<file path="config.mk">
export PLATFORM = sky130hd
export DESIGN_NAME = fadd_norm
export DESIGN_NICKNAME = d
export VERILOG_FILES = /design/src/rtl/fadd_norm.sv
export SDC_FILE = /design/constraint.sdc
export NUM_CORES = 1
export LEC_CHECK = 0
export ABC_CLOCK_PERIOD_IN_PS = 6670
export CAP_MARGIN = 10
export CORE_ASPECT_RATIO = 0.7
export CORE_MARGIN = 3
export CORE_UTILIZATION = 45
export DETAILED_ROUTE_END_ITERATION = 6
export HOLD_SLACK_MARGIN = 0.1
export MAX_ROUTING_LAYER = met4
export PLACE_DENSITY = 0.65
export SLEW_MARGIN = 10
export SYNTH_ARGS = -nofsm -noshare
export SYNTH_HDL_FRONTEND = slang
export SYNTH_SLANG_ARGS = --single-unit
</file>
<file path="constraint.sdc">
create_clock -name clk -period 6.67 [get_ports clk]
set_input_delay 2.001 -clock clk [delete_from_list [all_inputs] [get_ports clk]]
set_output_delay 2.001 -clock clk [all_outputs]
set_load 0.01 [all_outputs]
</file>
<file path="src/rtl/fadd_norm.sv">
// fadd_norm: normalise, round-to-nearest-even and pack the raw adder result.
// Three registered stages share one advance enable, so a stall freezes the whole pipe.
module fadd_norm #(
  parameter int N       = 32,
  parameter int EXP_LEN = 8,
  parameter int MAN_LEN = 23
) (
  input  logic               clk,
  input  logic               rst,
  input  logic               in_valid,
  output logic               in_ready,
  input  logic               in_sign,
  input  logic [EXP_LEN-1:0] in_exp,
  input  logic [MAN_LEN+4:0] in_man,
  output logic               out_valid,
  input  logic               out_ready,
  output logic [N-1:0]       out,
  output logic               out_ovf,
  output logic               out_unf,
  output logic               out_inx
);
  localparam int MW  = MAN_LEN + 5;
  localparam int EW  = EXP_LEN + 2;
  localparam int LZW = $clog2(MW);

  typedef logic signed [EW-1:0] sexp_t;
  localparam sexp_t EMAX = sexp_t'((1 << EXP_LEN) - 1);

  logic en;
  assign en       = !out_valid | out_ready;
  assign in_ready = en;

  logic [LZW-1:0] lzc;
  always_comb begin
    lzc = LZW'(MAN_LEN + 4);
    for (int i = 0; i <= MAN_LEN + 3; i++)
      if (in_man[i]) lzc = LZW'(MAN_LEN + 3 - i);
  end

  logic               v1, sign1, spc1, zro1, cry1;
  logic [EXP_LEN-1:0] exp1;
  logic [MW-1:0]      man1;
  logic [LZW-1:0]     lzc1;

  always_ff @(posedge clk or negedge rst) begin
    if (!rst) begin
      v1    <= 1'b0;
      sign1 <= 1'b0;
      spc1  <= 1'b0;
      zro1  <= 1'b0;
      cry1  <= 1'b0;
      exp1  <= '0;
      man1  <= '0;
      lzc1  <= '0;
    end else if (en) begin
      v1 <= in_valid;
      if (in_valid) begin
        sign1 <= in_sign;
        exp1  <= in_exp;
        man1  <= in_man;
        lzc1  <= lzc;
        spc1  <= &in_exp;
        zro1  <= ~|in_man;
        cry1  <= in_man[MW-1];
      end
    end
  end

  sexp_t e1, lz1;
  assign e1  = sexp_t'(exp1);
  assign lz1 = sexp_t'(lzc1);

  // byp_n marks beats whose packed word is final before rounding
  logic               byp_n, unf_n, inx_n;
  logic [N-1:0]       word_n;
  sexp_t              exp_n;
  logic [MW-1:0]      man_n;

  always_comb begin
    byp_n  = 1'b1;
    unf_n  = 1'b0;
    inx_n  = 1'b0;
    word_n = '0;
    exp_n  = e1;
    man_n  = man1;
    if (spc1) begin
      word_n = {sign1, {EXP_LEN{1'b1}}, man1[MAN_LEN+2:3]};
    end else if (zro1) begin
      word_n = {sign1, {(N-1){1'b0}}};
    end else if (cry1) begin
      byp_n = 1'b0;
      exp_n = e1 + sexp_t'(1);
      man_n = {1'b0, man1[MW-1:2], man1[1] | man1[0]};
    end else if (lz1 < e1) begin
      byp_n = 1'b0;
      exp_n = e1 - lz1;
      man_n = man1 << lzc1;
    end else begin
      word_n = {sign1, {(N-1){1'b0}}};
      unf_n  = 1'b1;
      inx_n  = 1'b1;
    end
  end

  logic                v2, sign2, byp2, unf2, inx2;
  logic [N-1:0]        word2;
  sexp_t               exp2;
  logic [MAN_LEN+2:0]  man2;

  always_ff @(posedge clk or negedge rst) begin
    if (!rst) begin
      v2    <= 1'b0;
      sign2 <= 1'b0;
      byp2  <= 1'b0;
      unf2  <= 1'b0;
      inx2  <= 1'b0;
      word2 <= '0;
      exp2  <= '0;
      man2  <= '0;
    end else if (en) begin
      v2 <= v1;
      if (v1) begin
        sign2 <= sign1;
        byp2  <= byp_n;
        unf2  <= unf_n;
        inx2  <= inx_n;
        word2 <= word_n;
        exp2  <= exp_n;
        man2  <= man_n[MAN_LEN+2:0];
      end
    end
  end

  logic               g, r, s, lsb, inc;
  logic [MAN_LEN:0]   rnd;
  sexp_t              exp3;

  assign g    = man2[2];
  assign r    = man2[1];
  assign s    = man2[0];
  assign lsb  = man2[3];
  assign inc  = g & (r | s | lsb);
  assign rnd  = {1'b0, man2[MAN_LEN+2:3]} + (MAN_LEN+1)'(inc);
  assign exp3 = exp2 + sexp_t'(rnd[MAN_LEN]);

  always_ff @(posedge clk or negedge rst) begin
    if (!rst) begin
      out_valid <= 1'b0;
      out       <= '0;
      out_ovf   <= 1'b0;
      out_unf   <= 1'b0;
      out_inx   <= 1'b0;
    end else if (en) begin
      out_valid <= v2;
      if (v2) begin
        if (byp2) begin
          out     <= word2;
          out_ovf <= 1'b0;
          out_unf <= unf2;
          out_inx <= inx2;
        end else if (exp3 >= EMAX) begin
          out     <= {sign2, {EXP_LEN{1'b1}}, {MAN_LEN{1'b0}}};
          out_ovf <= 1'b1;
          out_unf <= 1'b0;
          out_inx <= 1'b1;
        end else begin
          out     <= {sign2, exp3[EXP_LEN-1:0], rnd[MAN_LEN-1:0]};
          out_ovf <= 1'b0;
          out_unf <= 1'b0;
          out_inx <= g | r | s;
        end
      end
    end
  end

endmodule
</file>
==> out/results.txt <==
Final #Nets - 1,042
RSZ-0062 raised after global routing - no
final-layout fill cell count - 1,788
setup TNS - 0 ns
data arrival time at the worst-slack endpoint - 3.32 ns
routed len/inst - 20.0 um
clock network fraction of design power - 0.222
wire length of the first global-routing pass - 41.0 mm
cell area after synthesis - 8780 um2
GRT overflow - 0
hold buffer count at cts - 0
ratio of total power to cell area - 396 nW/um2
synthesized netlist net count - 996
weighted congestion reported at the end of routability-driven placement - 0.916
leak pwr - 4.13 nW
IO buf count - 77
met2 layer wire length in the routed design - 11.2 mm
number of nets with antenna violations after routing - 0
start of the worst register-to-register path - lzc1[3]
maximum root-to-sink buffer count - 2
initial antenna violation count - 0
Post-Synthesis Mean Instance Area - 9.29 um2
number of sinks driven by the clock tree - 146
clock transition at the registers of the reported paths - 0.06 ns
Worst Setup EP - in_ready
number of distinct library cells after synthesis - 67
H-tree depth - 4
Comb power frac - 0.406
count of antenna diodes in the layout - 0
average via count per standard cell - 6.08
Horiz. Die Dim - 173 um
GRT Util Overall - 0.252
Min Clock Period, post-route - 5.32 ns
net load switching power - 1.62 mW
Die Outline Area - 21,300 um2
initial cell density of the core - 0.462
number of flip-flops and latches in the synthesized netlist - 146
critical path capture point type - primary output
number of optimization iterations in the first detailed-route pass - 5
Setup crit start - out_ready
most frequent cells in the layout - sky130_fd_sc_hd__dfrtp_1, sky130_fd_sc_hd__nand2_1, sky130_fd_sc_hd__o21ai_0
Die Y - 123 um
Post-synth top flop - sky130_fd_sc_hd__dfrtp_1
number of instances resized during post-cts repair - 0
top fanout value on the critical path - 9
number of warnings issued by yosys - 0
fin crit share - 0.798
final WL - 25.4 mm
synthesis-to-finish area growth - 17.2%
number of synthesized flops with an enable pin - 0
wl on met1 - 12.1 mm
Worst Reg-to-Reg Cells - 8
setup bufs post-CTS - 0
most common cell after layout, fill and taps aside - sky130_fd_sc_hd__dfrtp_1
DR vias - 7,705
Final Hold Fails - 0
internal power of the cells - 2.45 mW
Synth async-reset ratio - 1.00
setup violation total in the final timing report - 0
Min Hold Slack - 0.465 ns
detailed-route DRC error count - 0
number of max-capacitance violations reported - 0
detailed placement HPWL - 17.8 mm
kind of start point of the critical path - primary input
Worst Hold Class - flop to flop
vias in the first global route - 7,202
area of the core - 19,000 um2
worst hold stages - 2
drt first-iter violations - 750
highest metal layer with signal wires - met4
critical register-to-register path endpoint - man2[24]
Placement Rows - 42
io pins - 78
Least-Margin Pin Slew - 0.995 ns
CTS tree - yes
data required time of the worst path - 4.67 ns
number of clock buffers inserted by TritonCTS - 17
share of final-layout standard cells stronger than drive strength 1 - 0.121
relative contribution of sequential cells to total power - 0.372
Mapped Cells - 945
worst-case register-to-register setup slack - 2.53 ns
outcome - finished clean
Max Transition Viols Final - 0
share of synthesized area occupied by flip-flops and latches - 0.416
worst supply voltage drop on vdd - 211 uV
Max Fclk - 188 MHz
total length of routed met3 wires - 1.79 mm
switching share of power - 0.398
largest net degree at the start of global routing - 101
kind of critical path - primary input to primary output
Slew Limit Headroom - 0.336
worst-case clock skew - 0.0118 ns
clock tree root driver cell - sky130_fd_sc_hd__clkbuf_16
clock latency at the later pin of the worst-skew pair - 0.44 ns
==> cells in the mapped netlist (6+ instances only) <==
library cell                 n  area, um2
sky130_fd_sc_hd__a221oi_1   16        140
sky130_fd_sc_hd__mux2_2     37        417
sky130_fd_sc_hd__o31ai_1    11       82.6
sky130_fd_sc_hd__buf_2       8       40.0
sky130_fd_sc_hd__mux2i_1    17        170
sky130_fd_sc_hd__o221a_2     9        101
sky130_fd_sc_hd__o211ai_1    6       45.0
sky130_fd_sc_hd__nand2_1   124        465
sky130_fd_sc_hd__nor4_1      8       50.1
sky130_fd_sc_hd__dfrtp_1   146       3650
sky130_fd_sc_hd__and2_1      6       37.5
sky130_fd_sc_hd__mux4_2     18        405
sky130_fd_sc_hd__inv_1      22       82.6
sky130_fd_sc_hd__xnor2_1    15        131
sky130_fd_sc_hd__xor2_1     15        131
sky130_fd_sc_hd__ha_1        9        113
sky130_fd_sc_hd__a31oi_1    18        113
sky130_fd_sc_hd__or3_1      23        144
sky130_fd_sc_hd__clkbuf_1   53        199
sky130_fd_sc_hd__nand4_1    12       75.1
sky130_fd_sc_hd__nor3_1     10       50.1
sky130_fd_sc_hd__nand3_1    28        140
sky130_fd_sc_hd__nand2b_1    9       56.3
sky130_fd_sc_hd__and3_1     22        138
sky130_fd_sc_hd__nor2_1     65        244
sky130_fd_sc_hd__o21ai_0    82        410
sky130_fd_sc_hd__o22ai_1    15       93.8
sky130_fd_sc_hd__a21oi_1    69        345
==> flip-flops by register name, indices dropped and copies added (netlist names), 5 cells and up <==
register	count
out	32
man1	27
man2	26
word2	25
exp2	10
exp1	8
lzc1	5
==> critical path, cell delays in order <==
cell and delay, ns:
sky130_fd_sc_hd__clkdlybuf4s50_1 0.44, sky130_fd_sc_hd__nand2b_1 0.28, sky130_fd_sc_hd__clkdlybuf4s50_1 0.60
==> worst min-delay path by stage <==
| stage | from | to | slack [ns] |
|---|---|---|---|
| floorplan | word2[30] | word2[30] | 0.44 |
| global placement | word2[30] | word2[30] | 0.45 |
| detailed placement | out_unf | out_unf | 0.46 |
| CTS | out_unf | out_unf | 0.47 |
| global route | word2[19] | word2[19] | 0.51 |
| finish | out_unf | out_unf | 0.47 |
==> power by group through the flow <==
stage               Combinational (mW)  Clock [mW]  Sequential (mW)
finish                            1.65       0.904             1.52
global route                      1.81       0.960             1.55
CTS                               1.64       0.917             1.51
detailed placement                1.63           0             1.53
global placement                  1.62           0             1.53
floorplan                         1.07           0             1.43
==> per-layer routing <==
metal / up-vias / GRT usage
met1: 3817 / 0.369
li1: 3595 / -
met4: 0 / 0.0622
met5: - / -
met2: 262 / 0.356
met3: 31 / 0.0560
==> cells by family (layout without fill, tap and decap cells) <==
family | Yosys count | count (layout) | share of synthesized area
flops | 146 | 146 | 0.416
fa+ha+maj | 10 | 10 | 0.0151
mux | 77 | 77 | 0.128
buf+inv | 89 | 148 | 0.0405
compound gates | 264 | 264 | 0.191
xor+xnor | 30 | 30 | 0.0299
simple gates | 329 | 329 | 0.179
==> area by class of cell <==
cell class / count / area (um2) / area share
Clock buffer: 21 / 470 / 0.0457
Clock inverter: 11 / 81.3 / 0.00790
Inverter: 24 / 90.1 / 0.00875
Multi-Input combinational cell: 710 / 4780 / 0.465
Sequential cell: 146 / 3650 / 0.355
Tap cell: 264 / 330 / 0.0321
Timing Repair Buffer: 92 / 885 / 0.0859
==> per-stage QoR <==
| step | cells | cell area [um2] | total power [mW] | setup slack (ns) | utilization |
|---|---|---|---|---|---|
| detailed placement | 1236 | 9740 | 3.16 | 1.33 | 0.512 |
| floorplan | 945 | 8780 | 2.50 | 2.33 | - |
| CTS | 1268 | 10300 | 4.07 | 1.33 | 0.541 |
| finish | 1268 | 10300 | 4.07 | 1.35 | 0.541 |
| global placement | 1236 | 9740 | 3.14 | 1.33 | 0.512 |
| global route | 1268 | 10300 | 4.32 | 1.24 | 0.541 |
No activity file was read; power rests on OpenSTA's default activity.
